$ cat src/rtl/cb_config_loader.sv
// rtl/cb_config_loader.sv - connection-block tile configuration loader with sync/pad/XOR frame checks
//
// Ports:
//   clb_clk     in   1   clock
//   rst         in   1   asynchronous active-low reset
//   cfg_data    in   8   configuration byte
//   cfg_valid   in   1   cfg_data is valid
//   cfg_ready   out  1   a byte is accepted on this edge when cfg_valid is high (registered)
//   cfg_abort   in   1   discard the frame in progress (LOAD/CHECK only)
//   prog        out  69  active tile configuration word (registered)
//   tile_rst_n  out  1   active-low reset to the tile CLB (registered)
//   cfg_busy    out  1   frame in progress or post-commit hold running
//   cfg_done    out  1   one-cycle pulse when a commit completes
//   cfg_err     out  1   sticky frame error, cleared by the next sync byte
module cb_config_loader #(
    parameter logic [7:0] SYNC_BYTE   = 8'hA5,
    parameter int         HOLD_CYCLES = 2
) (
    input  logic        clb_clk,
    input  logic        rst,
    input  logic [7:0]  cfg_data,
    input  logic        cfg_valid,
    output logic        cfg_ready,
    input  logic        cfg_abort,
    output logic [68:0] prog,
    output logic        tile_rst_n,
    output logic        cfg_busy,
    output logic        cfg_done,
    output logic        cfg_err
);

    typedef enum logic [1:0] {
        ST_IDLE,
        ST_LOAD,
        ST_CHECK,
        ST_HOLD
    } state_t;

    state_t      state_q, state_d;
    logic [3:0]  cnt_q, cnt_d;
    logic [3:0]  hold_q, hold_d;
    // 72 bits so the padding bits of payload byte 9 land in [71:69] and can be checked at CHECK.
    logic [71:0] shadow_q, shadow_d;
    logic [7:0]  sum_q, sum_d;
    logic [68:0] prog_q, prog_d;
    logic        ready_q, ready_d;
    logic        tile_rst_n_q, tile_rst_n_d;
    logic        done_q, done_d;
    logic        err_q, err_d;
    logic        xfer;
    logic        pad_bad;

    assign xfer    = cfg_valid & ready_q;
    assign pad_bad = |shadow_q[71:69];

    always_ff @(posedge clb_clk or negedge rst) begin
        if (!rst) begin
            state_q      <= ST_IDLE;
            cnt_q        <= '0;
            hold_q       <= '0;
            shadow_q     <= '0;
            sum_q        <= '0;
            prog_q       <= '0;
            ready_q      <= 1'b0;
            tile_rst_n_q <= 1'b0;
            done_q       <= 1'b0;
            err_q        <= 1'b0;
        end else begin
            state_q      <= state_d;
            cnt_q        <= cnt_d;
            hold_q       <= hold_d;
            shadow_q     <= shadow_d;
            sum_q        <= sum_d;
            prog_q       <= prog_d;
            ready_q      <= ready_d;
            tile_rst_n_q <= tile_rst_n_d;
            done_q       <= done_d;
            err_q        <= err_d;
        end
    end

    always_comb begin
        state_d      = state_q;
        cnt_d        = cnt_q;
        hold_d       = hold_q;
        shadow_d     = shadow_q;
        sum_d        = sum_q;
        prog_d       = prog_q;
        err_d        = err_q;
        done_d       = 1'b0;
        ready_d      = 1'b1;
        tile_rst_n_d = 1'b1;

        case (state_q)
            ST_IDLE: begin
                if (xfer && cfg_data == SYNC_BYTE) begin
                    state_d  = ST_LOAD;
                    err_d    = 1'b0;
                    shadow_d = '0;
                    sum_d    = '0;
                    cnt_d    = '0;
                end
            end
            ST_LOAD: begin
                if (cfg_abort) begin
                    state_d = ST_IDLE;
                end else if (xfer) begin
                    for (int i = 0; i < 9; i++) begin
                        if (cnt_q == 4'(i)) begin
                            shadow_d[i*8 +: 8] = cfg_data;
                        end
                    end
                    sum_d = sum_q ^ cfg_data;
                    if (cnt_q == 4'd8) begin
                        state_d = ST_CHECK;
                    end else begin
                        cnt_d = cnt_q + 4'd1;
                    end
                end
            end
            ST_CHECK: begin
                if (cfg_abort) begin
                    state_d = ST_IDLE;
                end else if (xfer) begin
                    if (cfg_data == sum_q && !pad_bad) begin
                        // Commit: prog and the tile reset change on the same edge.
                        prog_d       = shadow_q[68:0];
                        state_d      = ST_HOLD;
                        hold_d       = '0;
                        ready_d      = 1'b0;
                        tile_rst_n_d = 1'b0;
                    end else begin
                        err_d   = 1'b1;
                        state_d = ST_IDLE;
                    end
                end
            end
            ST_HOLD: begin
                ready_d      = 1'b0;
                tile_rst_n_d = 1'b0;
                // The commit edge itself is the first low cycle, so the exit comes after HOLD_CYCLES-1 more.
                if (hold_q == 4'(HOLD_CYCLES - 1)) begin
                    state_d      = ST_IDLE;
                    ready_d      = 1'b1;
                    tile_rst_n_d = 1'b1;
                    done_d       = 1'b1;
                end else begin
                    hold_d = hold_q + 4'd1;
                end
            end
            default: begin
                state_d = ST_IDLE;
            end
        endcase
    end

    assign cfg_ready  = ready_q;
    assign prog       = prog_q;
    assign tile_rst_n = tile_rst_n_q;
    assign cfg_busy   = (state_q != ST_IDLE);
    assign cfg_done   = done_q;
    assign cfg_err    = err_q;

endmodule

$ cat config.mk
export PLATFORM = sky130hd
export DESIGN_NAME = cb_config_loader
export DESIGN_NICKNAME = d
export VERILOG_FILES = /design/src/rtl/cb_config_loader.sv
export SDC_FILE = /design/constraint.sdc
export NUM_CORES = 1
export LEC_CHECK = 0
export CORE_MARGIN = 4
export CORE_UTILIZATION = 59
export CTS_CLUSTER_SIZE = 24
export DETAILED_ROUTE_END_ITERATION = 6
export PLACE_DENSITY = 0.84
export SKIP_CTS_REPAIR_TIMING = 1
export SYNTH_ARGS = -nofsm -noshare
export SYNTH_HDL_FRONTEND = slang
export SYNTH_SLANG_ARGS = --single-unit
$ cat constraint.sdc
create_clock -name clb_clk -period 4 [get_ports clb_clk]
set_clock_uncertainty 0.05 [all_clocks]
set_input_delay 0.6 -clock clb_clk [delete_from_list [all_inputs] [get_ports clb_clk]]
set_output_delay 0.6 -clock clb_clk [all_outputs]
set_load 0.005 [all_outputs]
* Word level (Yosys, flattened, before mapping)
Index checks and enable logic that the tools add are counted.
Storage, ports and cells: output and inout port bits 74, memories 0, bits in registers 162, ROM bits 0, bits in latches 0, memory bits (writable) 0, logic and storage cells 130, bits of input ports 12
Cells by class: order comparisons 0, reductions and logical operators 25, equal/unequal tests 36, multiplexer cells 47, shifts and indexed selects 0, $mul 0, bitwise gates (word level) 3, $add $sub $neg 2, divide/modulo/power cells 0
Operator list (number):
- $mux W72 | 3
- $pmux W72 S2 | 1
- $mux W8 | 12
- $reduce_and A5 Y1 | 13
- $ne A2 B2 Y1 const B | 19
- $mux W4 | 8
- $eq A4 B3 Y1 const B | 4
- $mux W2 | 8
- $pmux W4 S2 | 2
- $pmux W8 S2 | 1
- $mux W1 | 9
- $ne A3 B3 Y1 const B | 3
- $add A4 B1 Y4 const B | 2
- $eq A4 B1 Y1 const B | 2
- $eq A4 B2 Y1 const B | 2
- $eq A8 B8 Y1 | 1
- $eq A8 B8 Y1 const B | 1
- $pmux W2 S4 | 1
- $reduce_and A4 Y1 | 2
- $reduce_bool A2 Y1 | 4
- $xor A8 B8 Y8 | 1
- $eq A2 B2 Y1 const B | 2
- $eq A4 B4 Y1 const B | 1
- $logic_not A4 Y1 | 1
- other kinds (8) | 10

* Depth between registers and ports, before layout
Gate-level depths: netlist (run 1).
depth after elaboration 7, gate-level depth with buffers 7, mapped depth without buffers 6

* Least setup slack after synthesis (run 1)
Ideal clock, no wire load.
path type input to register, start input cfg_abort, end register shadow_q[0], stages on the path 6, setup slack 1.878 ns, required time 3.825 ns, path buffers 2, arrival time 1.947 ns, library setup time 0.125 ns, path through nand3b_1 nor4_1 buf_2 a21o_1 buf_4 mux2_2
On the way: cells in the longest elaborated chain, start to end 2
RTL lines:
- start: declaration | RTL line 24 | input logic cfg_abort,
- $ne A2 B2 Y1 (no source line)
- $reduce_and A5 Y1 (no source line)
- end signal: assignment | RTL line 72 | shadow_q <= shadow_d;
- end: declaration | RTL line 43 | logic [71:0] shadow_q, shadow_d;
Every way passes these cells. A chain may end at the register's enable or synchronous reset.

* Worst setup path after layout (run 1)
start input cfg_data[1], end register shadow_q[71]
On the way: cells in the longest elaborated chain, start to end 4
RTL lines:
- start: declaration | RTL line 21 | input logic [7:0] cfg_data,
- $eq A8 B8 Y1 | RTL line 96 | if (xfer && cfg_data == SYNC_BYTE) begin
- $logic_and A1 B1 Y1 | RTL line 96
- $ne A2 B2 Y1 (no source line)
- $reduce_and A5 Y1 (no source line)
Every way passes these cells.

==> results of run 1 <==
==> power groups by stage <==
stage	clock network, mW	logic (mW)	registers (mW)
after detailed placement	0	0.846	2.20
final	1.66	0.866	2.19
after CTS	1.69	0.861	2.18
after floorplan	0	0.623	2.10
after global placement	0	0.787	2.17
after global routing	1.76	0.945	2.22
==> placed cells by master (no fill, tap or decap), drive strengths merged, types with 3 or more instances in the layout <==
master,Yosys,layout
nand3b,3,3
nand2,18,18
nand4,3,3
ha,6,6
clkbuf,10,21
o21ai,16,16
o31ai,8,8
nor2,15,15
xnor2,9,9
o22ai,3,3
mux2,125,125
nand3,5,5
inv,8,8
bufinv,0,3
buf,18,5
and2,9,9
nor3,3,3
a22o,8,8
clkinv,0,5
a21oi,6,6
nor4,5,5
a21o,5,5
clkdlybuf4s50,0,84
a32o,8,8
dfrtp,162,162
nand2b,3,3
nor2b,4,4
==> worst max path at each step <==
stage	slack, ps	end	cells after the start	start
6_report	1470	shadow_q[71]	6	cfg_data[1]
5_1_grt	1310	shadow_q[28]	5	state_q[0]
4_1_cts	1510	shadow_q[71]	6	cfg_data[1]
3_5_place_dp	1040	shadow_q[71]	6	cfg_data[1]
3_3_place_gp	1120	shadow_q[71]	6	cfg_data[1]
2_1_floorplan	1880	shadow_q[0]	6	cfg_abort
==> cells by family after synthesis <==
family,Yosys count,synth area share (%)
AND/OR/NAND/NOR,77,6.773
multiplexers,125,20.82
buffers and inverters,36,3.128
XOR/XNOR,10,1.295
adder cells (fa/ha/maj),6,1.110
AO/OA/AOI/OAI,59,6.921
flip-flops,162,59.96
==> layer usage <==
metal | part of all wire, % | vias up | GRT usage, %
met5 | 0.088 | - | 0
met4 | 2.0 | 2 | 9.624
met3 | 5.9 | 28 | 6.316
met2 | 49 | 145 | 38.39
met1 | 42 | 2175 | 31.39
li1 | - | 1854 | -
==> sequential cells by signal (all words and copies together), names as in the netlist <==
signal	flops
shadow_q	72
prog	69
sum_q	8
cnt_q	4
hold_q	4
state_q	2
cfg_done	1
cfg_err	1
tile_rst_n	1
==> cell type report <==
class,count,area [µm²]
clock buffers,21,480.5
clock inverters,9,130.1
flip-flops and latches,162,4054
fillers,699,2749
inverters,8,30.03
multi-input cells,277,2505
repair buffers,89,907.1
well taps,140,175.2
==> worst max-delay path: cells and delay by family <==
kind	cells	cell delay [ps]
AOI/OAI and AO/OA	2	510
buffers and inverters	2	800
and+or+nand+nor	2	890
==> cell usage after synthesis, types with 4 or more instances <==
| library cell | instances | area [µm²] |
|---|---|---|
| ha_1 | 6 | 75.07 |
| nand2_1 | 18 | 67.56 |
| nor2_1 | 14 | 52.55 |
| o21ai_0 | 14 | 70.07 |
| clkbuf_1 | 10 | 37.54 |
| mux2_2 | 45 | 506.7 |
| inv_1 | 7 | 26.28 |
| a32o_1 | 8 | 80.08 |
| a21o_1 | 5 | 37.54 |
| dfrtp_1 | 162 | 4054 |
| o31ai_1 | 8 | 60.06 |
| nand3_1 | 5 | 25.02 |
| a22o_1 | 8 | 70.07 |
| buf_6 | 7 | 78.83 |
| a21oi_4 | 4 | 65.06 |
| and2_1 | 9 | 56.30 |
| buf_4 | 5 | 37.54 |
| mux2_1 | 80 | 900.9 |
| buf_2 | 4 | 20.02 |
| nor2b_1 | 4 | 25.02 |
| xnor2_1 | 9 | 78.83 |
==> out/qor.yml, run 1 <==
drtIter0Drc: 274
finalPower_mw: 4.712
p_leak_nw: 4.000
power.switching_mw: 1.372
fin_setup_tns_ps: 0
die_x_um: 115.1
final_max_slew_viol_count: 0
p_per_area_nw_per_um2: 568.9
synth-seq-cells: 162
finalWirelength_um: 14740
ys.warnings.count: 0
vdd_drop_max_uv: 558.9
clk_pin_slew_ps: 60
cts.sinks: 162
hold_viol: 0
dpl.hpwl_um: 9433
portBuffers: 85
grt_pass1_wl_um: 23920
htreeDepth: 4
ios: 86
layout-drive-gt1-share_pct: 16.43
root_buffer: "clkbuf_16"
crit_chain: "clkdlybuf4s50_1, nand4bb_1, nor4_4, buf_4, o21ai_1, a22o_1"
tightest_slew_ps: 949.6
pwr-share-clk_pct: 35.2
reg2reg_from: "state_q[0]"
period_share_pct: 63.36
nets: 573
rr_worst_depth: 5
antenna_found_initial: 1
overflow: 0
avgSynthCellArea_um2: 14.23
clock_path_buffers: 2
fin_crit_ps: 2534
end_kind: "flop"
share_comb_of_total_power_pct: 18.4
max_slew_margin_pct: 36.21
seqPwrFrac_pct: 46.4
post-route-cell-area_um2: 8282
synth_edf_count: 0
die_area_um2: 13240
avgRoutedWirePerCell_um: 20.88
synthFlopType: "dfrtp_1"
start_kind: "input port"
track_usage_pct: 23.95
hold_class: "in2async"
syn_nets: 493
firstDrtPassIters: 4
stdcell_count: 706
ant_nets: 0
clock_latency_ps: 420
p_sw_share_pct: 29.12
cp.arrival_ps: 2800
netlist_instances: 475
netlist_area_um2: 6761
status: "finished clean"
p_int_mw: 3.340
drv_cap: 0
fp.coreArea_um2: 11030
crit_type: "in2reg"
start_util_pct: 61.30
grt_max_degree: 98
finish.utilization_pct: 75.08
drc_errors: 0
ff2ff_setup_slack_ps: 1500
slowest_delay_ps: 570
grt_pass1_vias: 4553
numCtsBuffers: 17
place_area_um2: 7671
dp_cells: 676
area_growth_syn_to_layout_pct: 22.48
ys_types: 48
rsz0062_at_grt: "no"
final-setup-viol-count: 0
vias: 4204
slowest_stage: "nor4_4"
rows: 38
crit_path_max_fanout: 9
fmax_mhz: 394.6
ys_seq_area_share_pct: 59.96
num_antenna_cells: 0
reg2reg_to: "shadow_q[28]"
pre_cts_ws_ps: 1042
die_y_um: 115.1
async_flop_share_pct: 100.0
tritoncts: "yes"
holdWs_ps: 179.3
gp_congestion: 0.8662
avgViaCountPerCell: 5.955
critPathRequiredTime_ps: 4260
setup_slack_ps: 1466
Note: power is estimated with default switching activity, not from simulation.
==> run 2, diff against run 1 <==
CORE_UTILIZATION = 55   (was 59)
PLACE_DENSITY = 0.79   (was 0.84)
clock period = 2.61 ns   (was 4 ns; I/O delays follow)
==> out/qor.yml, run 2 (same netlist as run 1, synthesis figures left out) <==
wl_met2_um: 6688  # was 7287 µm
hold_class: "in2async"  # unchanged
antenna_found_initial: 0  # was 1
crit_type: "reg2reg"  # was in2reg
rows: 40  # was 38
firstDrtPassIters: 4  # unchanged
root_buffer: "clkbuf_16"  # unchanged
tightest_slew_ps: 636.5  # was 949.6 ps
p_int_mw: 5.121  # was 3.340 mW
die_x_um: 118.9  # was 115.1 µm
rr_worst_depth: 5  # unchanged
drtIter0Drc: 241  # was 274
fin_crit_ps: 2292
fmax_mhz: 436.4
top_register: "shadow_q"  # unchanged
slowest_stage: "nor4_4"  # unchanged
avgRoutedWirePerCell_um: 19.34  # was 20.88 µm
status: "finished clean"  # unchanged
rsz0062_at_grt: "no"  # unchanged
slowest_delay_ps: 480  # was 570 ps
hold_viol: 0  # unchanged
p_leak_nw: 4.045  # was 4.000 nW
vias: 4151  # was 4,204
cp.arrival_ps: 2540  # was 2800 ps
portBuffers: 85  # unchanged
gp_congestion: 0.7994  # was 0.8662
clock_path_buffers: 2  # unchanged
numCtsBuffers: 17  # unchanged
drt-met1-wl_um: 6349  # was 6264 µm
largest_reg_flops: 72  # unchanged
nets: 582  # was 573
finish.utilization_pct: 69.78  # was 75.08%
die_y_um: 118.9  # was 115.1 µm
fp.coreArea_um2: 12010  # was 11,030 µm²
final_common_cell: "dfrtp_1"  # unchanged
ff2ff_setup_slack_ps: 320  # was 1500 ps
vdd_drop_max_uv: 457.0  # was 558.9 µV
grt_pass1_vias: 4412  # was 4,553
finalWirelength_um: 14000  # was 14,740 µm
p_sw_share_pct: 28.63  # was 29.12%
endpoint: "prog[7]"  # was shadow_q[71]
ant_nets: 0  # unchanged
layout-drive-gt1-share_pct: 17.16  # was 16.43%
share_comb_of_total_power_pct: 18.1  # was 18.4%
num_antenna_cells: 0  # unchanged
clk_pin_slew_ps: 60  # about the same
final_cell_mix: "dfrtp_1 (162), clkdlybuf4s50_1 (84), mux2_1 (80), mux2_2 (45), nand2_1 (18)"  # unchanged
overflow: 0  # unchanged
final-setup-viol-count: 0  # unchanged
pwr-share-clk_pct: 35.4  # was 35.2%
critPathBufInv: 1  # was 2
finalPower_mw: 7.176  # was 4.712 mW
seqPwrFrac_pct: 46.5  # was 46.4%
final_max_slew_viol_count: 0  # unchanged
crit_path_max_fanout: 36  # was 9
start_util_pct: 56.29  # was 61.30%
cts.sinks: 162  # unchanged
reg2reg_to: "prog[7]"  # was shadow_q[28]
path_delay_family: "simple AND/OR/NAND/NOR gates"  # unchanged
reg2reg_from: "shadow_q[70]"  # was state_q[0]
path_depth: 5  # was 6
crit_path_start: "shadow_q[70]"  # was cfg_data[1]
drv_cap: 0  # unchanged
critPathRequiredTime_ps: 2850  # was 4260 ps
tritoncts: "yes"  # unchanged
route.met3.wl_um: 688  # was 876 µm
crit_chain: "nor3_1, nand4_1, nor4_4, buf_12, mux2_1"  # was clkdlybuf4s50_1, nand4bb_1, nor4_4, buf_4, o21ai_1, a22o_1
period_share_pct: 87.80
die_area_um2: 14130  # was 13,240 µm²
clock_latency_ps: 420  # about the same
grt_pass1_wl_um: 23500  # was 23,920 µm
track_usage_pct: 21.22  # was 23.95%
htreeDepth: 4  # unchanged
area_growth_syn_to_layout_pct: 23.96  # was 22.48%
max_slew_margin_pct: 57.25  # was 36.21%
end_kind: "flop"  # unchanged
dpl.hpwl_um: 9195  # was 9433 µm
power.switching_mw: 2.054  # was 1.372 mW
grt_max_degree: 75  # was 98
avgViaCountPerCell: 5.733  # was 5.955
ios: 86  # unchanged
p_per_area_nw_per_um2: 856.1  # was 568.9 nW/µm²
start_kind: "flop"  # was input port
drc_errors: 0  # unchanged
highest_layer: "met4"  # was met5
[run 2: cell type report]
type	count	area, µm²
flip-flops and latches	162	4054
fillers	845	3630
multi-input cells	277	2505
repair buffers	98	1002
clock buffers	24	481.7
well taps	147	183.9
clock inverters	8	125.1
inverters	8	30.03
[run 2: metrics by stage]
step	cell area (µm²)	hold slack (ps)	cells	TNS (ps)	worst slack [ps]
2_1_floorplan	6761	45.91	475	0	613.7
5_1_grt	8382	406.4	724	0	180.8
4_1_cts	8372	-183.3	723	0	319.7
6_report	8382	387.5	724	0	318.4
3_3_place_gp	7765	262.0	691	-2863	-59.04
3_5_place_dp	7765	263.3	691	-3093	-67.28
[run 2: per-layer routing]
metal / GRT usage [%] / up-vias
met5: 0 / -
met4: 8.255 / 0
met3: 5.698 / 26
li1: - / 1873
met2: 32.22 / 126
met1: 29.39 / 2126
[run 2: worst min path at each step]
stage                     startpoint            to  slack (ps)  cells after the start
after floorplan                  rst      cfg_done          50                      0
after global placement           rst      sum_q[6]         260                      1
after detailed placement         rst      sum_q[6]         260                      1
after CTS                        rst  shadow_q[10]        -180                      1
after global routing             rst  shadow_q[10]         410                      2
final                            rst  shadow_q[10]         390                      2
[run 2: power groups by stage]
stage	combinational, mW	clock (mW)	sequential [mW]
after floorplan	0.955	0	3.22
after CTS	1.31	2.58	3.33
after detailed placement	1.29	0	3.36
final	1.30	2.54	3.34
after global routing	1.44	2.70	3.39
after global placement	1.22	0	3.34
